--- src/rtl/gpu_cmd_sequencer_if.sv ---
// gpu_cmd_sequencer_if: command push port, gpu control fields/strobes and status of the sequencer
interface gpu_cmd_sequencer_if #(
  parameter int FB_WIDTH = 400,
  parameter int FB_HEIGHT = 240,
  parameter int DEPTH = 8
);
  localparam int WW = $clog2(FB_WIDTH) + 2;
  localparam int HW = $clog2(FB_HEIGHT) + 2;
  localparam int CW = $clog2(DEPTH) + 1;
  logic cmd_valid;
  logic cmd_ready;
  logic [1:0] cmd_type;
  logic [31:0] cmd_address;
  logic [15:0] cmd_address_x;
  logic [15:0] cmd_address_y;
  logic [15:0] cmd_image_width;
  logic [WW-1:0] cmd_width;
  logic [HW-1:0] cmd_height;
  logic [WW-1:0] cmd_x;
  logic [HW-1:0] cmd_y;
  logic [15:0] cmd_clear_color;
  logic [31:0] ctrl_address;
  logic [15:0] ctrl_address_x;
  logic [15:0] ctrl_address_y;
  logic [15:0] ctrl_image_width;
  logic [WW-1:0] ctrl_width;
  logic [HW-1:0] ctrl_height;
  logic [WW-1:0] ctrl_x;
  logic [HW-1:0] ctrl_y;
  logic [15:0] ctrl_clear_color;
  logic ctrl_draw;
  logic ctrl_clear;
  logic gpu_busy;
  logic vblank;
  logic fb_swap;
  logic [CW-1:0] queue_count;
  logic idle;
  modport master (
    output cmd_valid, cmd_type, cmd_address, cmd_address_x, cmd_address_y, cmd_image_width,
           cmd_width, cmd_height, cmd_x, cmd_y, cmd_clear_color, gpu_busy, vblank,
    input  cmd_ready, ctrl_address, ctrl_address_x, ctrl_address_y, ctrl_image_width,
           ctrl_width, ctrl_height, ctrl_x, ctrl_y, ctrl_clear_color, ctrl_draw, ctrl_clear,
           fb_swap, queue_count, idle
  );
  modport slave (
    input  cmd_valid, cmd_type, cmd_address, cmd_address_x, cmd_address_y, cmd_image_width,
           cmd_width, cmd_height, cmd_x, cmd_y, cmd_clear_color, gpu_busy, vblank,
    output cmd_ready, ctrl_address, ctrl_address_x, ctrl_address_y, ctrl_image_width,
           ctrl_width, ctrl_height, ctrl_x, ctrl_y, ctrl_clear_color, ctrl_draw, ctrl_clear,
           fb_swap, queue_count, idle
  );
endinterface

--- src/rtl/gpu_cmd_sequencer.sv ---
// gpu_cmd_sequencer: command FIFO popped in order into held gpu ctrl fields, edge strobes and vsync swaps
module gpu_cmd_sequencer #(
  parameter int FB_WIDTH = 400,
  parameter int FB_HEIGHT = 240,
  parameter int DEPTH = 8
) (
  input logic clk,
  input logic reset,
  gpu_cmd_sequencer_if.slave bus
);
  localparam int WW = $clog2(FB_WIDTH) + 2;
  localparam int HW = $clog2(FB_HEIGHT) + 2;
  localparam int CW = $clog2(DEPTH) + 1;
  localparam int AW = $clog2(DEPTH);
  typedef enum logic [2:0] {IDLE, ISSUE, ACK, RUN, VSYNC} state_t;
  typedef struct packed {
    logic [1:0] kind;
    logic [31:0] address;
    logic [15:0] address_x;
    logic [15:0] address_y;
    logic [15:0] image_width;
    logic [WW-1:0] width;
    logic [HW-1:0] height;
    logic [WW-1:0] x;
    logic [HW-1:0] y;
    logic [15:0] clear_color;
  } cmd_t;
  cmd_t mem [DEPTH];
  cmd_t head;
  state_t state;
  logic [AW-1:0] wr_ptr, rd_ptr;
  logic [CW-1:0] count;
  logic push, pop, is_draw, vblank_q;
  assign head = mem[rd_ptr];
  assign bus.cmd_ready = count != CW'(DEPTH);
  assign push = bus.cmd_valid && bus.cmd_ready;
  assign pop = state == IDLE && count != '0;
  assign bus.queue_count = count;
  assign bus.idle = count == '0 && state == IDLE && !bus.gpu_busy;
  always_ff @(posedge clk)
    if (push)
      mem[wr_ptr] <= '{kind: bus.cmd_type, address: bus.cmd_address, address_x: bus.cmd_address_x,
                       address_y: bus.cmd_address_y, image_width: bus.cmd_image_width,
                       width: bus.cmd_width, height: bus.cmd_height, x: bus.cmd_x, y: bus.cmd_y,
                       clear_color: bus.cmd_clear_color};
  always_ff @(posedge clk) begin
    if (reset) begin
      state <= IDLE;
      wr_ptr <= '0;
      rd_ptr <= '0;
      count <= '0;
      is_draw <= 1'b0;
      vblank_q <= 1'b0;
      bus.ctrl_address <= '0;
      bus.ctrl_address_x <= '0;
      bus.ctrl_address_y <= '0;
      bus.ctrl_image_width <= '0;
      bus.ctrl_width <= '0;
      bus.ctrl_height <= '0;
      bus.ctrl_x <= '0;
      bus.ctrl_y <= '0;
      bus.ctrl_clear_color <= '0;
      bus.ctrl_draw <= 1'b0;
      bus.ctrl_clear <= 1'b0;
      bus.fb_swap <= 1'b0;
    end else begin
      wr_ptr <= wr_ptr + AW'(push);
      rd_ptr <= rd_ptr + AW'(pop);
      count <= count + CW'(push) - CW'(pop);
      vblank_q <= bus.vblank;
      bus.fb_swap <= 1'b0;
      case (state)
        IDLE:
          if (pop) begin
            is_draw <= head.kind == 2'd0;
            if (head.kind == 2'd0) begin
              bus.ctrl_address <= head.address;
              bus.ctrl_address_x <= head.address_x;
              bus.ctrl_address_y <= head.address_y;
              bus.ctrl_image_width <= head.image_width;
              bus.ctrl_width <= head.width;
              bus.ctrl_height <= head.height;
              bus.ctrl_x <= head.x;
              bus.ctrl_y <= head.y;
            end
            if (head.kind == 2'd1) bus.ctrl_clear_color <= head.clear_color;
            state <= head.kind == 2'd2 ? VSYNC : head.kind == 2'd3 ? IDLE : ISSUE;
          end
        ISSUE: begin
          bus.ctrl_draw <= is_draw;
          bus.ctrl_clear <= !is_draw;
          state <= ACK;
        end
        ACK:
          if (bus.gpu_busy) begin
            bus.ctrl_draw <= 1'b0;
            bus.ctrl_clear <= 1'b0;
            state <= RUN;
          end
        RUN:
          if (!bus.gpu_busy) state <= IDLE;
        VSYNC:
          if (bus.vblank && !vblank_q) begin
            bus.fb_swap <= 1'b1;
            state <= IDLE;
          end
        default: state <= IDLE;
      endcase
    end
  end
endmodule

--- src/flat_wrapper.sv ---
// flat-port wrapper written by rule: the top's interface ports become plain ports
module gpu_cmd_sequencer_flat 
#(
  parameter int FB_WIDTH = 400,
  parameter int FB_HEIGHT = 240,
  parameter int DEPTH = 8
)
  (clk, reset, bus_cmd_valid, bus_cmd_type, bus_cmd_address, bus_cmd_address_x, bus_cmd_address_y, bus_cmd_image_width, bus_cmd_width, bus_cmd_height, bus_cmd_x, bus_cmd_y, bus_cmd_clear_color, bus_gpu_busy, bus_vblank, bus_cmd_ready, bus_ctrl_address, bus_ctrl_address_x, bus_ctrl_address_y, bus_ctrl_image_width, bus_ctrl_width, bus_ctrl_height, bus_ctrl_x, bus_ctrl_y, bus_ctrl_clear_color, bus_ctrl_draw, bus_ctrl_clear, bus_fb_swap, bus_queue_count, bus_idle);
  gpu_cmd_sequencer_if #(.FB_WIDTH(FB_WIDTH), .FB_HEIGHT(FB_HEIGHT), .DEPTH(DEPTH)) bus_i ();
  input logic clk;
  input logic reset;
  input wire logic [$bits(bus_i.cmd_valid)-1:0] bus_cmd_valid;
  input wire logic [$bits(bus_i.cmd_type)-1:0] bus_cmd_type;
  input wire logic [$bits(bus_i.cmd_address)-1:0] bus_cmd_address;
  input wire logic [$bits(bus_i.cmd_address_x)-1:0] bus_cmd_address_x;
  input wire logic [$bits(bus_i.cmd_address_y)-1:0] bus_cmd_address_y;
  input wire logic [$bits(bus_i.cmd_image_width)-1:0] bus_cmd_image_width;
  input wire logic [$bits(bus_i.cmd_width)-1:0] bus_cmd_width;
  input wire logic [$bits(bus_i.cmd_height)-1:0] bus_cmd_height;
  input wire logic [$bits(bus_i.cmd_x)-1:0] bus_cmd_x;
  input wire logic [$bits(bus_i.cmd_y)-1:0] bus_cmd_y;
  input wire logic [$bits(bus_i.cmd_clear_color)-1:0] bus_cmd_clear_color;
  input wire logic [$bits(bus_i.gpu_busy)-1:0] bus_gpu_busy;
  input wire logic [$bits(bus_i.vblank)-1:0] bus_vblank;
  output wire logic [$bits(bus_i.cmd_ready)-1:0] bus_cmd_ready;
  output wire logic [$bits(bus_i.ctrl_address)-1:0] bus_ctrl_address;
  output wire logic [$bits(bus_i.ctrl_address_x)-1:0] bus_ctrl_address_x;
  output wire logic [$bits(bus_i.ctrl_address_y)-1:0] bus_ctrl_address_y;
  output wire logic [$bits(bus_i.ctrl_image_width)-1:0] bus_ctrl_image_width;
  output wire logic [$bits(bus_i.ctrl_width)-1:0] bus_ctrl_width;
  output wire logic [$bits(bus_i.ctrl_height)-1:0] bus_ctrl_height;
  output wire logic [$bits(bus_i.ctrl_x)-1:0] bus_ctrl_x;
  output wire logic [$bits(bus_i.ctrl_y)-1:0] bus_ctrl_y;
  output wire logic [$bits(bus_i.ctrl_clear_color)-1:0] bus_ctrl_clear_color;
  output wire logic [$bits(bus_i.ctrl_draw)-1:0] bus_ctrl_draw;
  output wire logic [$bits(bus_i.ctrl_clear)-1:0] bus_ctrl_clear;
  output wire logic [$bits(bus_i.fb_swap)-1:0] bus_fb_swap;
  output wire logic [$bits(bus_i.queue_count)-1:0] bus_queue_count;
  output wire logic [$bits(bus_i.idle)-1:0] bus_idle;
  assign bus_i.cmd_valid = bus_cmd_valid;
  assign bus_i.cmd_type = bus_cmd_type;
  assign bus_i.cmd_address = bus_cmd_address;
  assign bus_i.cmd_address_x = bus_cmd_address_x;
  assign bus_i.cmd_address_y = bus_cmd_address_y;
  assign bus_i.cmd_image_width = bus_cmd_image_width;
  assign bus_i.cmd_width = bus_cmd_width;
  assign bus_i.cmd_height = bus_cmd_height;
  assign bus_i.cmd_x = bus_cmd_x;
  assign bus_i.cmd_y = bus_cmd_y;
  assign bus_i.cmd_clear_color = bus_cmd_clear_color;
  assign bus_i.gpu_busy = bus_gpu_busy;
  assign bus_i.vblank = bus_vblank;
  assign bus_cmd_ready = bus_i.cmd_ready;
  assign bus_ctrl_address = bus_i.ctrl_address;
  assign bus_ctrl_address_x = bus_i.ctrl_address_x;
  assign bus_ctrl_address_y = bus_i.ctrl_address_y;
  assign bus_ctrl_image_width = bus_i.ctrl_image_width;
  assign bus_ctrl_width = bus_i.ctrl_width;
  assign bus_ctrl_height = bus_i.ctrl_height;
  assign bus_ctrl_x = bus_i.ctrl_x;
  assign bus_ctrl_y = bus_i.ctrl_y;
  assign bus_ctrl_clear_color = bus_i.ctrl_clear_color;
  assign bus_ctrl_draw = bus_i.ctrl_draw;
  assign bus_ctrl_clear = bus_i.ctrl_clear;
  assign bus_fb_swap = bus_i.fb_swap;
  assign bus_queue_count = bus_i.queue_count;
  assign bus_idle = bus_i.idle;
  gpu_cmd_sequencer #(.FB_WIDTH(FB_WIDTH), .FB_HEIGHT(FB_HEIGHT), .DEPTH(DEPTH)) u_core (.clk(clk), .reset(reset), .bus(bus_i));
endmodule
--- config.mk ---
export PLATFORM = sky130hd
export DESIGN_NAME = gpu_cmd_sequencer_flat
export DESIGN_NICKNAME = d
export VERILOG_FILES = /design/src/rtl/gpu_cmd_sequencer_if.sv /design/src/rtl/gpu_cmd_sequencer.sv /design/src/flat_wrapper.sv
export SDC_FILE = /design/constraint.sdc
export NUM_CORES = 1
export LEC_CHECK = 0
export CAP_MARGIN = 20
export CORE_ASPECT_RATIO = 1.1
export CORE_UTILIZATION = 45
export DETAILED_ROUTE_END_ITERATION = 12
export GPL_TIMING_DRIVEN = 0
export PLACE_DENSITY = 0.69
export SYNTH_ARGS = -nofsm -noshare
export SYNTH_HDL_FRONTEND = slang
export SYNTH_SLANG_ARGS = --single-unit
--- constraint.sdc ---
create_clock -name clk -period 17.85 [get_ports clk]
set_clock_uncertainty 0.1 [all_clocks]
set_input_delay 5.355 -clock clk [delete_from_list [all_inputs] [get_ports clk]]
set_output_delay 5.355 -clock clk [all_outputs]
set_load 0.02 [all_outputs]
# Yosys cells after proc, flatten, opt, wreduce, memory -nomap -nowiden
# Memories as Yosys holds them, arrays and structs flattened. A register that Yosys moved wholly into a read port is not among the register bits.
# Cells that the tools add are included.
# word_totals
memories	1
mem_bits_rw	1120
reg_bits	156
output_inout_bits	147
wordCells	69
# memory_table
name	words	word_bits	read_ports	rd_clocked_by_memory_dff	wr	line_no	rtl
u_core.mem	8	140	1	1	1	gpu_cmd_sequencer.sv:28	cmd_t mem [DEPTH];
# classes
reduce_logical	19
eq_ne	12
addsub	4
mux	14
n_bitwise	1
# op_table
operator	n
two-way mux 3 bit	6
case mux 3 bit (5 select lines)	1
adder 3 x 1 -> 3 bit	2
equality test 3 x 2 -> 1 bit, second input constant	2
AND reduction 3 bit	2
logical AND 1 bit	5
two-way mux 1 bit	5
adder 4 x 1 -> 4 bit	1
equality test 2 bit, second input constant	2
zero test 4 bit	1
!= test 2 x 1 -> 1 bit, second input constant	2
!= test 2 bit, second input constant	2
!= test 4 bit, second input constant	1
case mux 1 bit (2 select lines)	2
AND reduction 2 bit	2
AND reduction 4 bit	1
nonzero test 4 bit	1
subtractor 4 x 1 -> 4 bit	1
equality test 3 x 1 -> 1 bit, second input constant	1
equality test 3 bit, second input constant	1
zero test 1 bit	3
zero test 3 bit	1
equality test 2 x 1 -> 1 bit, second input constant	1
zero test 2 bit	1
3 further kinds	3

# Depth between registers and ports, before layout
# Gate-level depths: netlist (run 1).
# depth
word_depth	5
ltp_mapped	10

# Least setup slack after synthesis (run 1)
# Ideal clock, no wire load.
# synth_path
path_kind	input-to-reg
start	in bus_cmd_valid
end	mem u_core.mem[1][0] (netlist bit), enable pin
setup_slack_ps	1634
t_arrival_ps	15305
t_required_ps	16939
cell_stages	3
path_cell_list	a21boi_0 > nand2_1 > nor3_1
# synth_between
elab_chain_cells	3
# synth_rtl
element	line_no	rtl
start: declaration	flat_wrapper.sv:12	input wire logic [$bits(bus_i.cmd_valid)-1:0] bus_cmd_valid;
logical AND 1 bit	gpu_cmd_sequencer.sv:36	assign push = bus.cmd_valid && bus.cmd_ready;
two-way mux 1 bit	gpu_cmd_sequencer.sv:41	if (push)
two-way mux 1 bit (not written as such)	gpu_cmd_sequencer.sv:42	mem[wr_ptr] <= '{kind: bus.cmd_type, address: bus.cmd_address, address_x: bus.cmd_address_x,
end: declaration	gpu_cmd_sequencer.sv:28	
# Every way passes these cells.

# Final worst setup path (run 1)
# layout_path
start	in bus_gpu_busy
end	out bus_idle
# layout_between
elab_chain_cells	2
# layout_rtl
element	line_no	rtl
start: declaration	flat_wrapper.sv:23	input wire logic [$bits(bus_i.gpu_busy)-1:0] bus_gpu_busy;
zero test 1 bit	gpu_cmd_sequencer.sv:39	assign bus.idle = count == '0 && state == IDLE && !bus.gpu_busy;
logical AND 1 bit	gpu_cmd_sequencer.sv:39	
end: declaration	flat_wrapper.sv:39	output wire logic [$bits(bus_i.idle)-1:0] bus_idle;
# Every way passes these cells.

==> flow_summary_export.csv, run 1 <==
group,metric,value,unit
outcome,status,"completed",
clocking,cts-root-to-sink-buffers,3,
timing,worst_slew_pin_slew,1070,ps
floorplan,floorplan.io_pins,292,
setup_path,critical_path_arrival,6680,ps
clocking,insertion_delay,710,ps
timing,period_minus_slack,12140,ps
finish,final_layout_size_suffix_gt1_share,25.7,%
timing,max_freq,82.4,MHz
setup_path,critical_path_fanout_max,4,
timing,finalHoldViolations,0,
floorplan,core-area,0.107,mm^2
route,detail_route.wirelength,112000,um
pwr,power.share.sequential,43.0,%
finish,syn2layout_area_growth,20.8,%
global_route,grt_pass1_wl,165000,um
floorplan,placement_rows,126,
global_route,grt_max_degree,25,
setup_path,worstPathRequired,12390,ps
synth,synthDominantAreaCellType,"sky130_fd_sc_hd__edfxtp_1",
finish,layout.cells.most_common,"sky130_fd_sc_hd__edfxtp_1",
synth,synth.distinct_cells,36,
pwr,clock_power_share,30.1,%
clocking,cts_hold_buf,0,
setup_path,worstPathBufferInverterCount,2,
synth,post_synth_instance_area,0.0488,mm^2
floorplan,floorplan.die.height,347,um
pwr,p_per_area,143,mW/mm^2
clocking,tritoncts,"yes",
synth,postSynth.asyncResetShare,0,%
placed_design,place_ws,5680,ps
setup_path,critical_path.cell_chain,"clkdlybuf4s50_1, nor3_1, clkdlybuf4s50_1",
hold_path,hold_wc_path_type,"reg2reg",
route,remaining_drc_errors,0,
setup_path,worst_path_most_repeated_cell,"sky130_fd_sc_hd__clkdlybuf4s50_1",
placed_design,io_buf_count,290,
route,number_of_violations_reported_at_the_end_of_detailed_routing_iteration_0,1963,
synth,synthTopCellsByArea,"sky130_fd_sc_hd__edfxtp_1 69%, sky130_fd_sc_hd__mux4_2 13%, sky130_fd_sc_hd__dfxtp_1 6.4%",
floorplan,fp.dieW,316,um
clocking,cts_resized,0,
finish,stdcell_count,4347,
route,avgViaCountPerCell,5.47,
timing,finalSetupViolCount,0,
finish,design.final.nets,2974,
synth,yosys_most_used_dff,"sky130_fd_sc_hd__edfxtp_1",
setup_path,kind_of_end_point_of_the_critical_path,"output port",
route,postRouteAntennaNets,0,
synth,postSynthCellCount,2324,
global_route,grt_antenna_before_repair,28,
pwr,switching_share,27.9,%
clocking,worst_setup_hold_path_clk_slew,60,ps
route,route.vias.total,23800,
floorplan,start_util,45.5,%
pwr,vdd_drop_max,95.3,uV
floorplan,die-area,0.110,mm^2
global_route,first_global_vias,25400,
route,detail_route.wl_per_cell,25.9,um
clocking,h-tree-depth,3,
placed_design,finalWeightedCongestion,0.755,
setup_path,cp_top_family,"buffers and inverters",
run,max_cap_viol,0,
clocking,cts_buffers,121,
synth,yosys_warnings,0,
pwr,power_frac_comb,26.9,%
finish,fillers,8008,
setup_path,critical-path-max-stage-delay,640,ps
pwr,leakage,19.3,nW
synth,postSynthNetCount,2478,
pwr,internal_power,0.00609,W
setup_path,startpoint_type,"input port",
timing,finalMaxSlewViolations,0,
finish,postLayoutCoreUtil,54.9,%
synth,synth_edf_count,1120,
synth,average_size_of_a_mapped_cell,21.0,um^2
global_route,gr-total-overflow,0,
timing,unrepaired_setup_endpoints_after_global_routing,"false",
placed_design,detailedPlacementHpwl,75200,um
finish,layout.cells.most_common_list,"1120 x sky130_fd_sc_hd__edfxtp_1, 290 x sky130_fd_sc_hd__clkdlybuf4s50_1, 278 x sky130_fd_sc_hd__mux4_2",
timing,max_slew_margin,28.6,%
placed_design,placed_cells_incl_taps,4105,
pwr,total_switching_power,0.00236,W
timing,final_min_period_over_clock_period,68.0,%
setup_path,timing_worst_setup_path_type,"in2out",
route,number_of_optimization_iterations_in_the_first_detailed_route_pass,5,
synth,yosysTopAreaCellShare,68.9,%
synth,synth-seq-area-share,75.3,%
global_route,grt_util_all_layers,20.7,%
synth,synth-seq-cells,1276,
setup_path,critPathSlowestCell,"sky130_fd_sc_hd__clkdlybuf4s50_1",
clocking,cts_num_sinks,1276,
timing,setup_ws,5710,ps
timing,hold-worst-slack,343,ps
clocking,cts_setup_buffers,0,
clocking,cts-root-buf,"sky130_fd_sc_hd__clkbuf_16",
[flip-flops by register name (all words and copies together), names as in the netlist]
register and cells:
u_core.bus.ctrl_clear 1, u_core.bus.ctrl_width 11, u_core.bus.ctrl_address_x 16, u_core.is_draw 1, u_core.bus.ctrl_image_width 16, u_core.bus.ctrl_clear_color 16
u_core.bus.ctrl_address_y 16, u_core.bus.queue_count 4, u_core.bus.ctrl_x 11, u_core.state 3, u_core.bus.ctrl_address 32, u_core.rd_ptr 3
u_core.bus.ctrl_height 10, u_core.bus.ctrl_draw 1, u_core.mem 1120, u_core.vblank_q 1, u_core.bus.ctrl_y 10, u_core.wr_ptr 3
u_core.bus.fb_swap 1
[cell usage after synthesis (2+ instances only)]
master                     number
sky130_fd_sc_hd__edfxtp_1    1120
sky130_fd_sc_hd__mux4_2       278
sky130_fd_sc_hd__nor2_1       158
sky130_fd_sc_hd__dfxtp_1      156
sky130_fd_sc_hd__nor2b_1      144
sky130_fd_sc_hd__mux2i_1      141
sky130_fd_sc_hd__mux2_2        72
sky130_fd_sc_hd__mux2_4        69
sky130_fd_sc_hd__clkbuf_1      48
sky130_fd_sc_hd__buf_2         41
sky130_fd_sc_hd__buf_1         26
sky130_fd_sc_hd__buf_6          9
sky130_fd_sc_hd__nand2_1        9
sky130_fd_sc_hd__ha_1           8
sky130_fd_sc_hd__inv_1          6
sky130_fd_sc_hd__nand2b_1       5
sky130_fd_sc_hd__a21o_1         4
sky130_fd_sc_hd__a21oi_1        4
sky130_fd_sc_hd__nor3_1         4
sky130_fd_sc_hd__xnor2_1        4
sky130_fd_sc_hd__nor4_1         2
sky130_fd_sc_hd__o211ai_2       2
[logic make-up (layout without fill, tap and decap cells)]
group | count (synthesis) | in the layout | share of synthesized area, %
other | 0 | 10 | 0
AOI/OAI and AO/OA | 18 | 18 | 0.285
muxes | 560 | 560 | 19.5
and+or+nand+nor | 326 | 326 | 3.32
adders and majority gates | 9 | 9 | 0.246
DFF | 1276 | 1276 | 75.3
xor gates and xnor gates | 5 | 5 | 0.0897
buffers and inverters | 130 | 735 | 1.24
[final cells by class]
class                   count  area [um^2]  area share [%]
well taps                1408         1760            2.99
clock inverters            71          684            1.16
plain buffers             124          586           0.993
inverters                   6         22.5          0.0382
clock buffers             161         3320            5.63
multi-input cells         918        11500            19.5
flip-flops and latches   1276        36800            62.3
repair buffers            373         4330            7.34
diodes                     10         25.0          0.0424
[power by group through the flow]
stage | registers, W | logic (W) | clock network, W
3_3_place_gp | 0.00379 | 0.00222 | 0
5_1_grt | 0.00366 | 0.00243 | 0.00270
2_1_floorplan | 0.00385 | 0.00136 | 0
3_5_place_dp | 0.00370 | 0.00231 | 0
4_1_cts | 0.00364 | 0.00232 | 0.00259
6_report | 0.00364 | 0.00227 | 0.00255
[per-layer routing]
| metal | global-route usage, % | routed length (um) | part of all wire, % | up-vias |
|---|---|---|---|---|
| li1 | - | - | - | 10300 |
| met1 | 26.5 | 44500 | 40 | 12500 |
| met2 | 34.9 | 57000 | 51 | 740 |
| met3 | 4.38 | 7660 | 6.8 | 176 |
| met4 | 7.04 | 3060 | 2.7 | 30 |
| met5 | 0 | 172 | 0.15 | - |
[worst register-to-register path, stage by stage (launching register included)]
cell,delay [ps]
sky130_fd_sc_hd__dfxtp_1,450
sky130_fd_sc_hd__nor2_1,150
sky130_fd_sc_hd__a21boi_0,470
sky130_fd_sc_hd__nand2b_1,340
sky130_fd_sc_hd__nor3_2,780
sky130_fd_sc_hd__buf_8,250
sky130_fd_sc_hd__buf_6,180
sky130_fd_sc_hd__buf_8,160
sky130_fd_sc_hd__buf_6,180
sky130_fd_sc_hd__buf_6,180
sky130_fd_sc_hd__buf_6,180
[worst paths after layout]
path / start / endpoint / slack (ps) / cells after the start
setup / recovery: bus_gpu_busy / bus_idle / 5710 / 3
hold / removal: u_core.vblank_q$_SDFF_PP0_ / u_core.bus.fb_swap$_SDFF_PP0_ / 340 / 1
setup reg to reg: u_core.bus.queue_count[1]$_SDFF_PP0_ / u_core.mem[0][121]$_DFFE_PP_ / 14140 / 10
hold reg to reg: u_core.vblank_q$_SDFF_PP0_ / u_core.bus.fb_swap$_SDFF_PP0_ / 340 / 1
[through the flow]
stage          power [W]  setup TNS [ps]  area, um^2
3_5_place_dp     0.00601               0       54900
2_1_floorplan    0.00521               0       48800
3_3_place_gp     0.00601        -4593730       53500
6_report         0.00846               0       59000
5_1_grt          0.00879               0       59000
4_1_cts          0.00855               0       59000
Power figures use the tool's default switching activity.
==> inputs of run 2 (changes only) <==
--- a/config.mk
+++ b/config.mk
@@ -10,7 +10,7 @@
 export CORE_UTILIZATION = 45
 export DETAILED_ROUTE_END_ITERATION = 12
 export GPL_TIMING_DRIVEN = 0
-export PLACE_DENSITY = 0.69
+export PLACE_DENSITY = 0.72
 export SYNTH_ARGS = -nofsm -noshare
 export SYNTH_HDL_FRONTEND = slang
 export SYNTH_SLANG_ARGS = --single-unit
==> constraint.sdc (replaced) <==
create_clock -name clk -period 11 [get_ports clk]
set_clock_uncertainty 0.1 [all_clocks]
set_input_delay 3.3 -clock clk [delete_from_list [all_inputs] [get_ports clk]]
set_output_delay 3.3 -clock clk [all_outputs]
set_load 0.02 [all_outputs]
==> run 2 against run 1 <==
  * Design area grew 0.42%
  * Cell count fell by 0.44%
  * Register-to-register slack worse by 6700 ps
  * Combinational power is 64% higher
  * Clock power increased by 68%
  * Utilization increased by 0.23 points
  * Worst setup slack worse by 2700 ps
  * Sequential power grew 62%
  * Sequential share of layout area shrank 0.26 points
  * Critical path type unchanged
==> flow_summary_export.csv, run 2 (synthesis results as in run 1) <==
group,metric,value,unit
outcome,status,"completed",
setup_path,critical-path-max-stage-delay,640,ps
route,number_of_optimization_iterations_in_the_first_detailed_route_pass,5,
setup_path,worst_r2r_path_depth,10,
route,wl_met1,44300,um
timing,worst_slew_pin_slew,1010,ps
global_route,gr-total-overflow,0,
setup_path,r2r-start,"u_core.bus.queue_count[1]$_SDFF_PP0_",
finish,fillers,7907,
route,detail_route.wirelength,112000,um
pwr,p_per_area,235,mW/mm^2
finish,largest_register,"u_core.mem",
timing,finalSetupViolCount,0,
clocking,cts-root-to-sink-buffers,3,
timing,finalHoldViolations,0,
floorplan,floorplan.die.height,347,um
placed_design,detailedPlacementHpwl,75200,um
setup_path,worstPathBufferInverterCount,2,
finish,layout.cells.most_common,"sky130_fd_sc_hd__edfxtp_1",
global_route,grt_pass1_wl,165000,um
run,max_cap_viol,0,
setup_path,critical_path_fanout_max,4,
setup_path,worstPathRequired,7600,ps
route,route.vias.total,23700,
clocking,cts_resized,0,
hold_path,worst_hold_path.num_cells,1,
clocking,cts_setup_buffers,0,
route,top_layer_used,"met5",
setup_path,critical_path.cell_chain,"clkdlybuf4s50_1, nor3_1, clkdlybuf4s50_1",
floorplan,start_util,45.5,%
placed_design,placed_cells_incl_taps,4092,
floorplan,core-area,0.107,mm^2
route,met2WireLength,58000,um
route,detail_route.wl_per_cell,25.9,um
setup_path,cp_top_family,"buffers and inverters",
timing,unrepaired_setup_endpoints_after_global_routing,"false",
clocking,cts_num_sinks,1276,
finish,syn2layout_area_growth,21.4,%
timing,finalMaxSlewViolations,0,
global_route,grt_max_degree,25,
pwr,leakage,19.3,nW
finish,design.final.nets,2961,
hold_path,hold_end,"u_core.bus.fb_swap$_SDFF_PP0_",
timing,max_slew_margin,32.7,%
floorplan,placement_rows,126,
floorplan,floorplan.io_pins,292,
global_route,grt_antenna_before_repair,22,
clocking,tritoncts,"yes",
timing,setup_ws,2990,ps
setup_path,regToRegSetupSlack,7460,ps
route,number_of_violations_reported_at_the_end_of_detailed_routing_iteration_0,1869,
route,avgViaCountPerCell,5.48,
placed_design,io_buf_count,290,
route,met3WireLength,7090,um
timing,final_min_period_over_clock_period,72.9,%
clocking,cts-root-buf,"sky130_fd_sc_hd__clkbuf_16",
global_route,first_global_vias,25300,
pwr,vdd_drop_max,170,uV
clocking,cts_buffers,121,
clocking,worst_setup_hold_path_clk_slew,60,ps
route,remaining_drc_errors,0,
floorplan,fp.dieW,316,um
setup_path,timing_worst_setup_path_type,"in2out",
setup_path,timing.critical_path.from,"bus_gpu_busy",
global_route,grt_util_all_layers,20.6,%
timing,max_freq,125,MHz
setup_path,startpoint_type,"input port",
setup_path,critical_path_arrival,4610,ps
clocking,insertion_delay,690,ps
finish,stdcell_count,4328,
placed_design,place_ws,2980,ps
setup_path,worst_path_most_repeated_cell,"sky130_fd_sc_hd__clkdlybuf4s50_1",
floorplan,die-area,0.110,mm^2
clocking,cts_hold_buf,0,
setup_path,kind_of_end_point_of_the_critical_path,"output port",
setup_path,critPathSlowestCell,"sky130_fd_sc_hd__clkdlybuf4s50_1",
hold_path,min-delay-start,"u_core.vblank_q$_SDFF_PP0_",
clocking,h-tree-depth,3,
placed_design,finalWeightedCongestion,0.768,
finish,largest_registers,"u_core.mem x1120, u_core.bus.ctrl_address x32",
hold_path,hold_wc_path_type,"reg2reg",
finish,final_layout_size_suffix_gt1_share,25.7,%
finish,layout.cells.most_common_list,"1120 x sky130_fd_sc_hd__edfxtp_1, 290 x sky130_fd_sc_hd__clkdlybuf4s50_1, 278 x sky130_fd_sc_hd__mux4_2",
finish,flip_flop_count_of_the_largest_register_all_copies_and_words_added,1120,
route,postRouteAntennaNets,0,
timing,period_minus_slack,8010,ps
setup_path,r2r_end,"u_core.mem[1][106]$_DFFE_PP_",
-- run 2: changes by cell type in the layout (fill, tap and decap cells not counted), sizes merged --
cell	previous run	this run
clkbuf	209	200
inv	13	9
buf	159	146
clkinvlp	8	10
bufinv	8	16
diode	10	7
-- run 2: layout make-up --
cell class | instances | area, um^2 | area share (%)
plain buffers | 124 | 586 | 0.989
repair buffers | 360 | 4410 | 7.45
flip-flops and latches | 1276 | 36800 | 62.1
clock inverters | 77 | 833 | 1.41
inverters | 6 | 22.5 | 0.0380
multi-input cells | 918 | 11500 | 19.4
diodes | 7 | 17.5 | 0.0296
well taps | 1408 | 1760 | 2.97
clock buffers | 152 | 3330 | 5.62
-- run 2: worst reg2reg max path, stage by stage, from the launching register on --
cell and delay [ps]:
sky130_fd_sc_hd__dfxtp_1 450, sky130_fd_sc_hd__nor2_1 150, sky130_fd_sc_hd__a21boi_0 470, sky130_fd_sc_hd__nand2_1 370, sky130_fd_sc_hd__nor3_4 600, sky130_fd_sc_hd__buf_8 240
sky130_fd_sc_hd__buf_16 170, sky130_fd_sc_hd__buf_16 180, sky130_fd_sc_hd__buf_16 170, sky130_fd_sc_hd__buf_16 170, sky130_fd_sc_hd__buf_16 170
-- run 2: worst max-delay path by stage --
stage / cells after the start / end / slack [ps]
after floorplan: 3 / u_core.mem[7][0]$_DFFE_PP_ / 600
after global placement: 4 / u_core.mem[5][0]$_DFFE_PP_ / -6940
after detailed placement: 3 / bus_idle / 2980
after CTS: 3 / bus_idle / 2970
after global routing: 3 / bus_idle / 2960
final: 3 / bus_idle / 2990
-- run 2: per-stage QoR --
stage	setup TNS, ps	instance area (um^2)	power [W]	util (%)	hold slack (ps)
final	0	59200	0.0139	55.2	325
after global routing	0	59200	0.0145	55.2	367
after CTS	0	59200	0.0141	55.1	326
after detailed placement	0	55000	0.00979	51.3	316
after global placement	-7178780	53500	0.00968	49.8	309
after floorplan	0	48800	0.00842	-	296
-- run 2: metal layers --
layer / vias to the layer above / global-route usage (%)
met5: - / 0
met4: 30 / 6.65
met3: 182 / 4.06
met2: 695 / 35.6
met1: 12500 / 26.0
li1: 10300 / -
-- run 2: report_power, final --
group | internal, W | switching, W
combinational | 0.00187 | 0.00187
sequential | 0.00572 | 0.000180
clock | 0.00252 | 0.00177
==> inputs of run 3 (changes only) <==
--- a/config.mk
+++ b/config.mk
@@ -10,7 +10,7 @@
 export CORE_UTILIZATION = 45
 export DETAILED_ROUTE_END_ITERATION = 12
 export GPL_TIMING_DRIVEN = 0
-export PLACE_DENSITY = 0.72
+export PLACE_DENSITY = 0.69
 export SYNTH_ARGS = -nofsm -noshare
 export SYNTH_HDL_FRONTEND = slang
 export SYNTH_SLANG_ARGS = --single-unit
==> constraint.sdc (replaced) <==
create_clock -name clk -period 8.4 [get_ports clk]
set_clock_uncertainty 0.1 [all_clocks]
set_input_delay 2.52 -clock clk [delete_from_list [all_inputs] [get_ports clk]]
set_output_delay 2.52 -clock clk [all_outputs]
set_load 0.02 [all_outputs]
==> run 3 against run 2 <==
  * Critical path depth is the same
  * Design area is essentially flat
  * Critical endpoint unchanged
  * Total power grew 31%
  * Via count is essentially flat
  * First-iteration DRC count grew 0.86%
==> flow_summary_export.csv, run 3 (synthesis results as in run 1) <==
group,metric,value,unit
outcome,status,"completed",
finish,sequential_cell_area,0.0368,mm^2
pwr,power.share.sequential,42.5,%
global_route,gr-total-overflow,0,
finish,design.final.nets,2959,
setup_path,timing_worst_setup_path_type,"in2out",
timing,unrepaired_setup_endpoints_after_global_routing,"false",
pwr,clock_power_share,30.7,%
timing,final_min_period_over_clock_period,81.1,%
finish,postLayoutCoreUtil,55.1,%
floorplan,die-area,0.110,mm^2
floorplan,core-area,0.107,mm^2
route,number_of_optimization_iterations_in_the_first_detailed_route_pass,5,
floorplan,fp.dieW,316,um
setup_path,critical_path_arrival,4190,ps
placed_design,placed_cells_incl_taps,4090,
timing,worst_slew_pin_slew,1070,ps
placed_design,io_buf_count,290,
floorplan,placement_rows,126,
pwr,power_frac_comb,26.8,%
floorplan,floorplan.io_pins,292,
finish,post_route_standard_cell_area_excluding_fillers,0.0592,mm^2
clocking,cts_num_sinks,1276,
route,avgViaCountPerCell,5.48,
run,max_cap_viol,0,
clocking,tritoncts,"yes",
pwr,vdd_drop_max,213,uV
clocking,h-tree-depth,3,
finish,multi_input_area,0.0115,mm^2
route,remaining_drc_errors,0,
clocking,cts_hold_buf,0,
setup_path,kind_of_end_point_of_the_critical_path,"output port",
pwr,leakage,19.3,nW
floorplan,start_util,45.5,%
global_route,grt_max_degree,25,
finish,syn2layout_area_growth,21.3,%
finish,stdcell_count,4326,
setup_path,critical_path_fanout_max,4,
route,detail_route.wl_per_cell,26.0,um
finish,fillers,7967,
pwr,switching_share,27.5,%
finish,final_layout_size_suffix_gt1_share,25.4,%
placed_design,postPlaceCellArea,0.0550,mm^2
hold_path,hold_wc_path_type,"reg2reg",
timing,max_freq,147,MHz
setup_path,worstPathRequired,5780,ps
route,route.vias.total,23700,
finish,largest_register,"u_core.mem",
finish,flip_flop_count_of_the_largest_register_all_copies_and_words_added,1120,
timing,finalMaxSlewViolations,0,
global_route,grt_util_all_layers,20.6,%
timing,period_minus_slack,6810,ps
finish,layout.cells.most_common,"sky130_fd_sc_hd__edfxtp_1",
placed_design,finalWeightedCongestion,0.771,
clocking,cts_resized,0,
timing,max_slew_margin,28.4,%
timing,finalHoldViolations,0,
placed_design,detailedPlacementHpwl,74000,um
pwr,total_switching_power,0.00501,W
floorplan,floorplan.die.height,347,um
route,number_of_violations_reported_at_the_end_of_detailed_routing_iteration_0,1885,
setup_path,startpoint_type,"input port",
clocking,cts_buffers,121,
clocking,cts_setup_buffers,0,
route,detail_route.wirelength,113000,um
clocking,worst_setup_hold_path_clk_slew,60,ps
route,postRouteAntennaNets,0,
global_route,grt_pass1_wl,165000,um
timing,finalSetupViolCount,0,
clocking,cts-root-buf,"sky130_fd_sc_hd__clkbuf_16",
clocking,cts-root-to-sink-buffers,3,
global_route,grt_antenna_before_repair,24,
finish,layout.cells.most_common_list,"1120 x sky130_fd_sc_hd__edfxtp_1, 290 x sky130_fd_sc_hd__clkdlybuf4s50_1, 278 x sky130_fd_sc_hd__mux4_2",
pwr,internal_power,0.0132,W
clocking,insertion_delay,710,ps
global_route,first_global_vias,25100,
pwr,p_per_area,308,mW/mm^2
finish,largest_registers,"u_core.mem x1120, u_core.bus.ctrl_address x32",
-- run 3: cell count changes in the layout (fill, tap and decap cells not counted), sizes merged --
cell	previous run	this run
clkinv	48	40
buf	146	144
diode	7	5
clkbuf	200	204
clkinvlp	10	11
inv	9	14
-- run 3: critical path, stage by stage --
cell,delay (ps)
sky130_fd_sc_hd__clkdlybuf4s50_1,480
sky130_fd_sc_hd__nor3_1,480
sky130_fd_sc_hd__clkdlybuf4s50_1,710
-- run 3: per-stage QoR --
| stage | setup WS [ps] | setup TNS, ps | hold WS, ps | total power, W |
|---|---|---|---|---|
| 2_1_floorplan | -1220 | -1215920 | 296 | 0.0110 |
| 3_5_place_dp | 1610 | 0 | 323 | 0.0128 |
| 5_1_grt | 1570 | 0 | 372 | 0.0189 |
| 3_3_place_gp | -8850 | -9435730 | 319 | 0.0127 |
| 4_1_cts | 1610 | 0 | 330 | 0.0184 |
| 6_report | 1590 | 0 | 335 | 0.0182 |
-- run 3: final timing paths --
| check | start | cells after the start | endpoint | slack, ps |
|---|---|---|---|---|
| max | bus_gpu_busy | 3 | bus_idle | 1590 |
| min | u_core.vblank_q$_SDFF_PP0_ | 1 | u_core.bus.fb_swap$_SDFF_PP0_ | 340 |
| max reg2reg | u_core.bus.queue_count[1]$_SDFF_PP0_ | 10 | u_core.mem[1][20]$_DFFE_PP_ | 4710 |
| min reg2reg | u_core.vblank_q$_SDFF_PP0_ | 1 | u_core.bus.fb_swap$_SDFF_PP0_ | 340 |
-- run 3: final cells by class --
class,count,area share [%]
clock inverters,75,1.45
well taps,1408,2.98
flip-flops and latches,1276,62.1
repair buffers,358,7.45
multi-input cells,918,19.4
plain buffers,124,0.991
diodes,5,0.0211
clock buffers,156,5.53
inverters,6,0.0380
-- run 3: power groups by stage --
stage	Clock (W)	Combinational, W	Sequential, W
after detailed placement	0	0.00497	0.00787
after CTS	0.00569	0.00500	0.00774
after global placement	0	0.00470	0.00798
final	0.00560	0.00488	0.00774
after floorplan	0	0.00288	0.00814
after global routing	0.00592	0.00522	0.00778
-- run 3: metal layers --
layer	up-vias	routed length, um	GRT usage [%]
met5	-	184	0
met4	28	2250	5.94
met3	180	6680	3.60
met2	723	58000	35.4
met1	12500	45400	26.7
li1	10300	-	-
